### src/rtl/j1_uart_io.sv
// Memory-mapped UART for the j1 I/O bus: TX FIFO plus serialiser, RX synchroniser, deserialiser
// and a one-byte holding register with valid/overrun/framing flags.
module j1_uart_io #(
  parameter int unsigned CLKFREQ = 12000000,
  parameter int unsigned BAUD    = 115200,
  parameter int unsigned TXDEPTH = 4
) (
  input  logic        clk,
  input  logic        resetq,
  input  logic        io_rd,
  input  logic        io_wr,
  input  logic [15:0] mem_addr,
  input  logic [15:0] dout,
  output logic [15:0] io_din,
  output logic        uart_tx,
  input  logic        uart_rx
);

  localparam int unsigned Div  = CLKFREQ / BAUD;
  localparam int unsigned CntW = $clog2(Div);
  localparam int unsigned PtrW = $clog2(TXDEPTH);
  localparam logic [CntW-1:0] DivM1  = CntW'(Div - 1);
  localparam logic [CntW-1:0] HalfM1 = CntW'(Div / 2 - 1);

  typedef enum logic [1:0] {StIdle, StStart, StData, StStop} uart_state_e;

  logic sel_data, sel_stat, rd_data, rd_stat;
  assign sel_data = mem_addr[12];
  assign sel_stat = mem_addr[13] & ~mem_addr[12];
  assign rd_data  = io_rd & sel_data;
  assign rd_stat  = io_rd & sel_stat;

  logic unused_bits;
  assign unused_bits = ^{mem_addr[15:14], mem_addr[11:0], dout[15:8]};

  // TX FIFO
  logic [7:0]    fifo_mem [TXDEPTH];
  logic [PtrW-1:0] wr_ptr_q, rd_ptr_q;
  logic [PtrW:0]   count_q;
  logic full, empty, push, pop;

  assign full  = (count_q == (PtrW + 1)'(TXDEPTH));
  assign empty = (count_q == '0);
  // Fullness is judged before any same-cycle pop, so a pop never makes room for this write.
  assign push  = io_wr & sel_data & ~full;

  always_ff @(posedge clk) begin
    if (push) fifo_mem[wr_ptr_q] <= dout[7:0];
  end

  always_ff @(posedge clk or negedge resetq) begin
    if (!resetq) begin
      wr_ptr_q <= '0;
      rd_ptr_q <= '0;
      count_q  <= '0;
    end else begin
      if (push) wr_ptr_q <= wr_ptr_q + PtrW'(1);
      if (pop)  rd_ptr_q <= rd_ptr_q + PtrW'(1);
      count_q <= count_q + (PtrW + 1)'(push) - (PtrW + 1)'(pop);
    end
  end

  // TX serialiser
  uart_state_e   tx_state_q;
  logic [CntW-1:0] tx_cnt_q;
  logic [2:0]    tx_bit_q;
  logic [7:0]    tx_shift_q;
  logic          tx_tick, tx_busy;

  assign tx_tick = (tx_cnt_q == '0);
  assign pop     = ~empty & ((tx_state_q == StIdle) | ((tx_state_q == StStop) & tx_tick));
  assign tx_busy = ~empty | (tx_state_q != StIdle);

  always_ff @(posedge clk or negedge resetq) begin
    if (!resetq) begin
      tx_state_q <= StIdle;
      tx_cnt_q   <= '0;
      tx_bit_q   <= '0;
      tx_shift_q <= '0;
      uart_tx    <= 1'b1;
    end else if (tx_state_q == StIdle) begin
      if (pop) begin
        tx_state_q <= StStart;
        tx_cnt_q   <= DivM1;
        tx_shift_q <= fifo_mem[rd_ptr_q];
        uart_tx    <= 1'b0;
      end
    end else if (!tx_tick) begin
      tx_cnt_q <= tx_cnt_q - CntW'(1);
    end else begin
      tx_cnt_q <= DivM1;
      unique case (tx_state_q)
        StStart: begin
          tx_state_q <= StData;
          tx_bit_q   <= '0;
          uart_tx    <= tx_shift_q[0];
          tx_shift_q <= tx_shift_q >> 1;
        end
        StData: begin
          if (tx_bit_q == 3'd7) begin
            tx_state_q <= StStop;
            uart_tx    <= 1'b1;
          end else begin
            tx_bit_q   <= tx_bit_q + 3'd1;
            uart_tx    <= tx_shift_q[0];
            tx_shift_q <= tx_shift_q >> 1;
          end
        end
        default: begin
          // Chain straight into the next start bit so queued bytes leave without a gap.
          if (pop) begin
            tx_state_q <= StStart;
            tx_shift_q <= fifo_mem[rd_ptr_q];
            uart_tx    <= 1'b0;
          end else begin
            tx_state_q <= StIdle;
          end
        end
      endcase
    end
  end

  // RX synchroniser and deserialiser
  logic [1:0]    rx_sync_q;
  logic          rx_prev_q, rx_s;
  uart_state_e   rx_state_q;
  logic [CntW-1:0] rx_cnt_q;
  logic [2:0]    rx_bit_q;
  logic [7:0]    rx_shift_q;
  logic          rx_done_q, rx_bad_q;

  assign rx_s = rx_sync_q[1];

  always_ff @(posedge clk or negedge resetq) begin
    if (!resetq) begin
      rx_sync_q  <= 2'b11;
      rx_prev_q  <= 1'b1;
      rx_state_q <= StIdle;
      rx_cnt_q   <= '0;
      rx_bit_q   <= '0;
      rx_shift_q <= '0;
      rx_done_q  <= 1'b0;
      rx_bad_q   <= 1'b0;
    end else begin
      rx_sync_q <= {rx_sync_q[0], uart_rx};
      rx_prev_q <= rx_s;
      rx_done_q <= 1'b0;
      rx_bad_q  <= 1'b0;
      if (rx_state_q == StIdle) begin
        // Needs a high sample before the low one, so a stuck-low line cannot retrigger.
        if (rx_prev_q && !rx_s) begin
          rx_state_q <= StStart;
          rx_cnt_q   <= HalfM1;
        end
      end else if (rx_cnt_q != '0) begin
        rx_cnt_q <= rx_cnt_q - CntW'(1);
      end else begin
        rx_cnt_q <= DivM1;
        unique case (rx_state_q)
          StStart: begin
            if (rx_s) begin
              rx_state_q <= StIdle;
            end else begin
              rx_state_q <= StData;
              rx_bit_q   <= '0;
            end
          end
          StData: begin
            rx_shift_q <= {rx_s, rx_shift_q[7:1]};
            rx_bit_q   <= rx_bit_q + 3'd1;
            if (rx_bit_q == 3'd7) rx_state_q <= StStop;
          end
          default: begin
            rx_state_q <= StIdle;
            rx_done_q  <= rx_s;
            rx_bad_q   <= ~rx_s;
          end
        endcase
      end
    end
  end

  // Holding register and sticky flags
  logic [7:0] rx_hold_q;
  logic       rx_valid_q, rx_ovr_q, frm_err_q;

  always_ff @(posedge clk or negedge resetq) begin
    if (!resetq) begin
      rx_hold_q  <= 8'h00;
      rx_valid_q <= 1'b0;
      rx_ovr_q   <= 1'b0;
      frm_err_q  <= 1'b0;
    end else begin
      if (rx_done_q && (!rx_valid_q || rd_data)) begin
        rx_hold_q  <= rx_shift_q;
        rx_valid_q <= 1'b1;
      end else if (rd_data) begin
        rx_valid_q <= 1'b0;
      end
      rx_ovr_q  <= (rx_done_q & rx_valid_q & ~rd_data) | (rx_ovr_q & ~rd_stat);
      frm_err_q <= rx_bad_q | (frm_err_q & ~rd_stat);
    end
  end

  always_comb begin
    io_din = 16'h0000;
    if (sel_data) begin
      io_din = {8'h00, rx_hold_q};
    end else if (sel_stat) begin
      io_din = {11'b0, frm_err_q, tx_busy, rx_ovr_q, rx_valid_q, ~full};
    end
  end

endmodule

### config.mk
export PLATFORM = sky130hd
export DESIGN_NAME = j1_uart_io
export DESIGN_NICKNAME = d
export VERILOG_FILES = /design/src/rtl/j1_uart_io.sv
export SDC_FILE = /design/constraint.sdc
export NUM_CORES = 1
export LEC_CHECK = 0
export ABC_CLOCK_PERIOD_IN_PS = 3380
export BUFFER_PORTS_ARGS = -buffer_cell sky130_fd_sc_hd__buf_2
export CORE_MARGIN = 1
export CORE_UTILIZATION = 55
export DETAILED_ROUTE_END_ITERATION = 10
export PLACE_DENSITY = 0.85
export SETUP_SLACK_MARGIN = 0.4
export SLEW_MARGIN = 20
export SYNTH_ARGS = -nofsm -noshare
export SYNTH_HDL_FRONTEND = slang
export SYNTH_SLANG_ARGS = --single-unit
### constraint.sdc
create_clock -name clk -period 3.38 [get_ports clk]
set_input_delay 0.338 -clock clk [delete_from_list [all_inputs] [get_ports clk]]
set_output_delay 0.338 -clock clk [all_outputs]
set_load 0.01 [all_outputs]
# After elaboration in Yosys (flattened, before gate mapping)
# Memories as Yosys holds them, arrays and structs flattened.
# Index checks and enable logic that the tools add are counted.
[word_totals]
elab_cells = 135
mem_bits_rw = 32
ff_bits = 64
out_inout_bits = 17
n_memories = 1
[op_classes]
n_mux = 44
n_eq_ne = 16
n_addsub = 8
reduce_logical = 22
n_bitwise = 24
[mem_list]
columns = ["name", "depth", "word_bits", "read_ports", "rd_clocked_by_memory_dff", "wr", "line_no", "rtl"]
rows = [
  ["fifo_mem", 4, 8, 1, 0, 1, "37", "logic [7:0] fifo_mem [TXDEPTH];"],
]
[op_table]
columns = ["cell", "count"]
rows = [
  ["two-way mux 7 bit", 6],
  ["two-way mux 8 bit", 5],
  ["two-way mux 2 bit", 9],
  ["case mux 8 bit (2 select lines)", 1],
  ["two-way mux 1 bit", 15],
  ["subtractor 7 x 1 -> 7 bit (second input constant)", 2],
  ["case mux 3 bit (2 select lines)", 2],
  ["bitwise AND 1 bit", 11],
  ["nonzero test 2 bit", 5],
  ["equality test 3 bit (second input constant)", 3],
  ["!= test 3 bit (second input constant)", 3],
  ["NOT 1 bit", 9],
  ["AND reduction 3 bit", 3],
  ["!= test 2 bit (second input constant)", 4],
  ["case mux 2 bit (2 select lines)", 2],
  ["AND reduction 4 bit", 2],
  ["logical NOT 7 bit", 1],
  ["nonzero test 7 bit", 1],
  ["adder 3 x 1 -> 3 bit (second input constant)", 2],
  ["equality test 2 bit (second input constant)", 3],
  ["two-way mux 3 bit", 2],
  ["two-way mux 5 bit", 1],
  ["adder 2 x 1 -> 2 bit (second input constant)", 2],
  ["equality test 2 x 1 -> 1 bit (second input constant)", 2],
  ["other kinds (12)", 18],
]

# Depth between registers and ports, before layout
[logic_depth]
depth_word = 8
depth_mapped = 12

# Worst setup path after synthesis
# No wires, ideal clock.
[synth_path]
kind = "register to register"
start = "register tx_cnt_q[0]"
end = "register count_q[2]"
slack_ns = 0.918
path_buffers = 0
path_stages_with_launch = 13
t_arrival_ns = 2.382
cell_sequence = "dfrtp_1 -> inv_1 -> ha_1 -> nor4b_2 -> a31oi_1 -> nor2_1 -> ha_1 -> inv_1 -> ha_1 -> inv_1 -> fa_1 -> xnor2_1 -> xnor2_1"
[synth_via]
elab_chain_len = 5
[synth_rtl]
columns = ["element", "line_no", "rtl"]
rows = [
  ["from (decl)", "65", "logic [CntW-1:0] tx_cnt_q;"],
  ["from (signal assigned)", "84", "tx_cnt_q <= DivM1;"],
  ["from (signal assigned)", "89", "tx_cnt_q <= tx_cnt_q - CntW'(1);"],
  ["from (signal assigned)", "91", "tx_cnt_q <= DivM1;"],
  ["logical NOT 7 bit", "70", "assign tx_tick = (tx_cnt_q == '0);"],
  ["bitwise AND 1 bit", "71", "assign pop = ~empty & ((tx_state_q == StIdle) | ((tx_state_q == StStop) & tx_tick));"],
  ["bitwise OR 1 bit", "71", ""],
  ["bitwise AND 1 bit", "71", ""],
  ["net pop", "40", "logic full, empty, push, pop;"],
  ["subtractor 3 x 1 -> 3 bit", "59", "count_q <= count_q + (PtrW + 1)'(push) - (PtrW + 1)'(pop);"],
  ["to (signal assigned)", "59", ""],
  ["to (decl)", "39", "logic [PtrW:0] count_q;"],
]
# The timed path passes the listed nets, and every way through them passes these cells.
# A chain may end at the register's enable or synchronous reset.

# Final worst setup path
# Ends and elaborated chain as after synthesis.

==> results.ini <==
[status]
status = finished clean

[logic_synthesis]
ys_seq_area_frac = 0.577
ys.flop_type = dfrtp_1
synth_top_family_by_area = simple AND/OR/NAND/NOR gates
synth_xor_area_frac = 0.0177
synthArstFlopShare = 0.667
synth_cells = 340
ys_ff_latch = 96
synthMuxAreaShare = 0.0917
netlist-cell-type-count = 60
yosys.area_share.simple = 0.111
synth_edf_count = 32
synthAdderAreaFrac = 0.0579
avgSynthCellArea_sq_um = 13.1
netlist_area_sq_mm = 0.00445
synth_compound_area_frac = 0.108
yosysWarningCount = 0

[clocking]
insertion_delay_ns = 0.36
clkSlewWorstSetupHoldPaths_ns = 0.10
cts_tree = done
clkSinkCount = 96
cts_buffers = 9
cts_max_level = 3
ctsResizeCount = 0
cts_setup_buffers = 0
root_buffer = clkbuf_8
clock_path_buffers = 2
cts_hold_buf = 0

[pwr]
ir_drop_mv = 0.322
power.static_leakage_nw = 2.13
power_density_mw_per_mm2 = 709
p_total_mw = 3.45

[floorplanning]
die_area_sq_mm = 0.00845
core_sq_mm = 0.00777
rows = 32
die_y_um = 91.9
die_w_um = 91.9
start_util = 0.573
pin_count = 54

[worst_setup_path]
crit_path_max_fanout = 5
crit_type = reg2reg
worst_setup_path_start_kind = flip-flop
end_kind = flip-flop
r2r_slack_ns = 0.66
worstPathRequired_ns = 3.66
worstPathArrival_ns = 3.00

[grt]
antenna_found_initial = 0
grt_use_total = 0.200
grt_pass1_wl_um = 13000
grt.overflow.total = 0
grt_pass1_vias = 2737
grt_max_degree = 37

[drt]
viasPerCell = 5.64
drtIter0Drc = 157
drc = 0
dr.pass1.iters = 4
wl_per_cell_um = 15.9
ant_nets = 0
routed_wl_um = 7540
num_vias = 2671

[timing]
maxSlewViolCount = 0
tns_ns = 0
fin_skew_ns = 0.00972
maxSlewHeadroom = 0.470
fin_ws_ns = 0.658
fin_crit_ns = 2.72
setup_viol = 0
worst_pin_slew_ns = 0.796
grt_setup_unrepaired = false
hold_viol_final = 0
hold_slack_ns = 0.0543
fmax_mhz = 367
fin_crit_sh = 0.805

[final_layout]
stdcell_count = 474
fillers = 572
area_growth_syn_to_layout_pct = 9.28
final_util = 0.626
drive_above_1_share = 0.242
num-nets-final = 424
final_common_cell = dfrtp_1
fin_area_sq_mm = 0.00486
final_cell_mix = dfrtp_1, edfxtp_1, buf_2
num_antenna_cells = 0

[placement]
dpl_cell_area_sq_mm = 0.00464
io_buffers = 23
gp_congestion = 0.776
dp_hpwl_um = 5250
place_ws_ns = 0.654
place_inst = 458

[run]
cap_viol_max_count = 0

[min_path]
holdCritPathClass = in2async

==> synth_stat cells (2+ instances only) <==
| master | number | area, sq um |
|---|---|---|
| and3_1 | 2 | 12.5 |
| dfrtp_1 | 60 | 1500 |
| nor2b_1 | 4 | 25.0 |
| o211ai_1 | 2 | 15.0 |
| nand2_1 | 22 | 82.6 |
| xor2_1 | 4 | 35.0 |
| o221a_2 | 7 | 78.8 |
| inv_1 | 17 | 63.8 |
| nand2b_1 | 6 | 37.5 |
| nor3_1 | 4 | 20.0 |
| nor2_1 | 15 | 56.3 |
| a21oi_1 | 9 | 45.0 |
| o21ai_0 | 13 | 65.1 |
| or2_2 | 3 | 18.8 |
| o31ai_1 | 3 | 22.5 |
| mux2_2 | 16 | 180 |
| and2_1 | 7 | 43.8 |
| mux4_2 | 8 | 180 |
| edfxtp_1 | 32 | 961 |
| clkbuf_1 | 7 | 26.3 |
| nand3_1 | 5 | 25.0 |
| a2bb2oi_1 | 3 | 26.3 |
| nor4_1 | 3 | 18.8 |
| buf_2 | 2 | 10.0 |
| buf_4 | 8 | 60.1 |
| mux2_1 | 2 | 22.5 |
| a31oi_1 | 5 | 31.3 |
| o21a_1 | 2 | 15.0 |
| or2_1 | 3 | 18.8 |
| dfstp_2 | 4 | 105 |
| a21o_1 | 2 | 15.0 |
| xnor2_1 | 5 | 43.8 |
| a22o_1 | 10 | 87.6 |
| ha_1 | 19 | 238 |
==> state kept, by name, indices dropped and copies added, names as in the netlist, 2 cells and up <==
signal,count
rx_cnt_q,7
rd_ptr_q,2
tx_state_q,2
rx_bit_q,3
rx_hold_q,8
rx_shift_q,8
fifo_mem,32
tx_shift_q,8
count_q,3
tx_bit_q,3
wr_ptr_q,2
tx_cnt_q,7
rx_sync_q,2
rx_state_q,2
==> logic make-up (layout without fill, tap and decap cells) <==
| group | count (synthesis) | in the layout |
|---|---|---|
| AO/OA/AOI/OAI | 64 | 64 |
| XOR/XNOR | 9 | 9 |
| adder cells (fa/ha/maj) | 20 | 20 |
| buffers and inverters | 34 | 59 |
| flip-flops | 96 | 96 |
| multiplexers | 28 | 28 |
| other | 1 | 8 |
| AND/OR/NAND/NOR | 88 | 88 |
==> routing by layer <==
| metal | routed length, um | share of wire | track usage |
|---|---|---|---|
| met2 | 3850 | 0.51 | 0.331 |
| met4 | 94 | 0.012 | 0.0599 |
| met3 | 223 | 0.030 | 0.0439 |
| met1 | 3380 | 0.45 | 0.265 |
| met5 | 0 | 0 | 0 |
==> report_power, final <==
group | total, mW | internal, mW | switching (mW) | leakage, nW
registers | 1.71 | 1.44 | 0.264 | 1.09
logic | 0.955 | 0.488 | 0.467 | 0.939
clock network | 0.782 | 0.357 | 0.426 | 0.106
total | 3.45 | 2.29 | 1.16 | 2.13
==> worst max-delay path, cell delays in order (launching register included) <==
cell	delay [ns]
dfrtp_1	0.42
inv_1	0.07
ha_1	0.23
nor4b_4	0.29
a31oi_1	0.19
nor2_1	0.24
ha_1	0.29
inv_1	0.06
ha_1	0.13
inv_1	0.05
fa_1	0.37
xnor2_1	0.19
xnor2_1	0.14
==> final cells by class <==
cell class | instances | area (sq um) | area share
Multi-Input combinational cell | 217 | 1760 | 0.361
Sequential cell | 96 | 2570 | 0.528
Clock buffer | 9 | 124 | 0.0255
Clock inverter | 7 | 85.1 | 0.0175
Tap cell | 102 | 128 | 0.0262
Timing Repair Buffer | 26 | 138 | 0.0283
Inverter | 17 | 63.8 | 0.0131
==> final timing paths <==
kind	startpoint	endpoint	cells past startpoint
max	tx_cnt_q[0]	count_q[2]	12
min	resetq	rx_hold_q[1]	1
max reg2reg	tx_cnt_q[0]	count_q[2]	12
min reg2reg	rx_sync_q[0]	rx_sync_q[1]	0
max in group asynchronous	resetq	rx_prev_q	2
min in group clk	uart_rx	rx_sync_q[0]	1
Note: power is estimated with default switching activity, not from simulation.
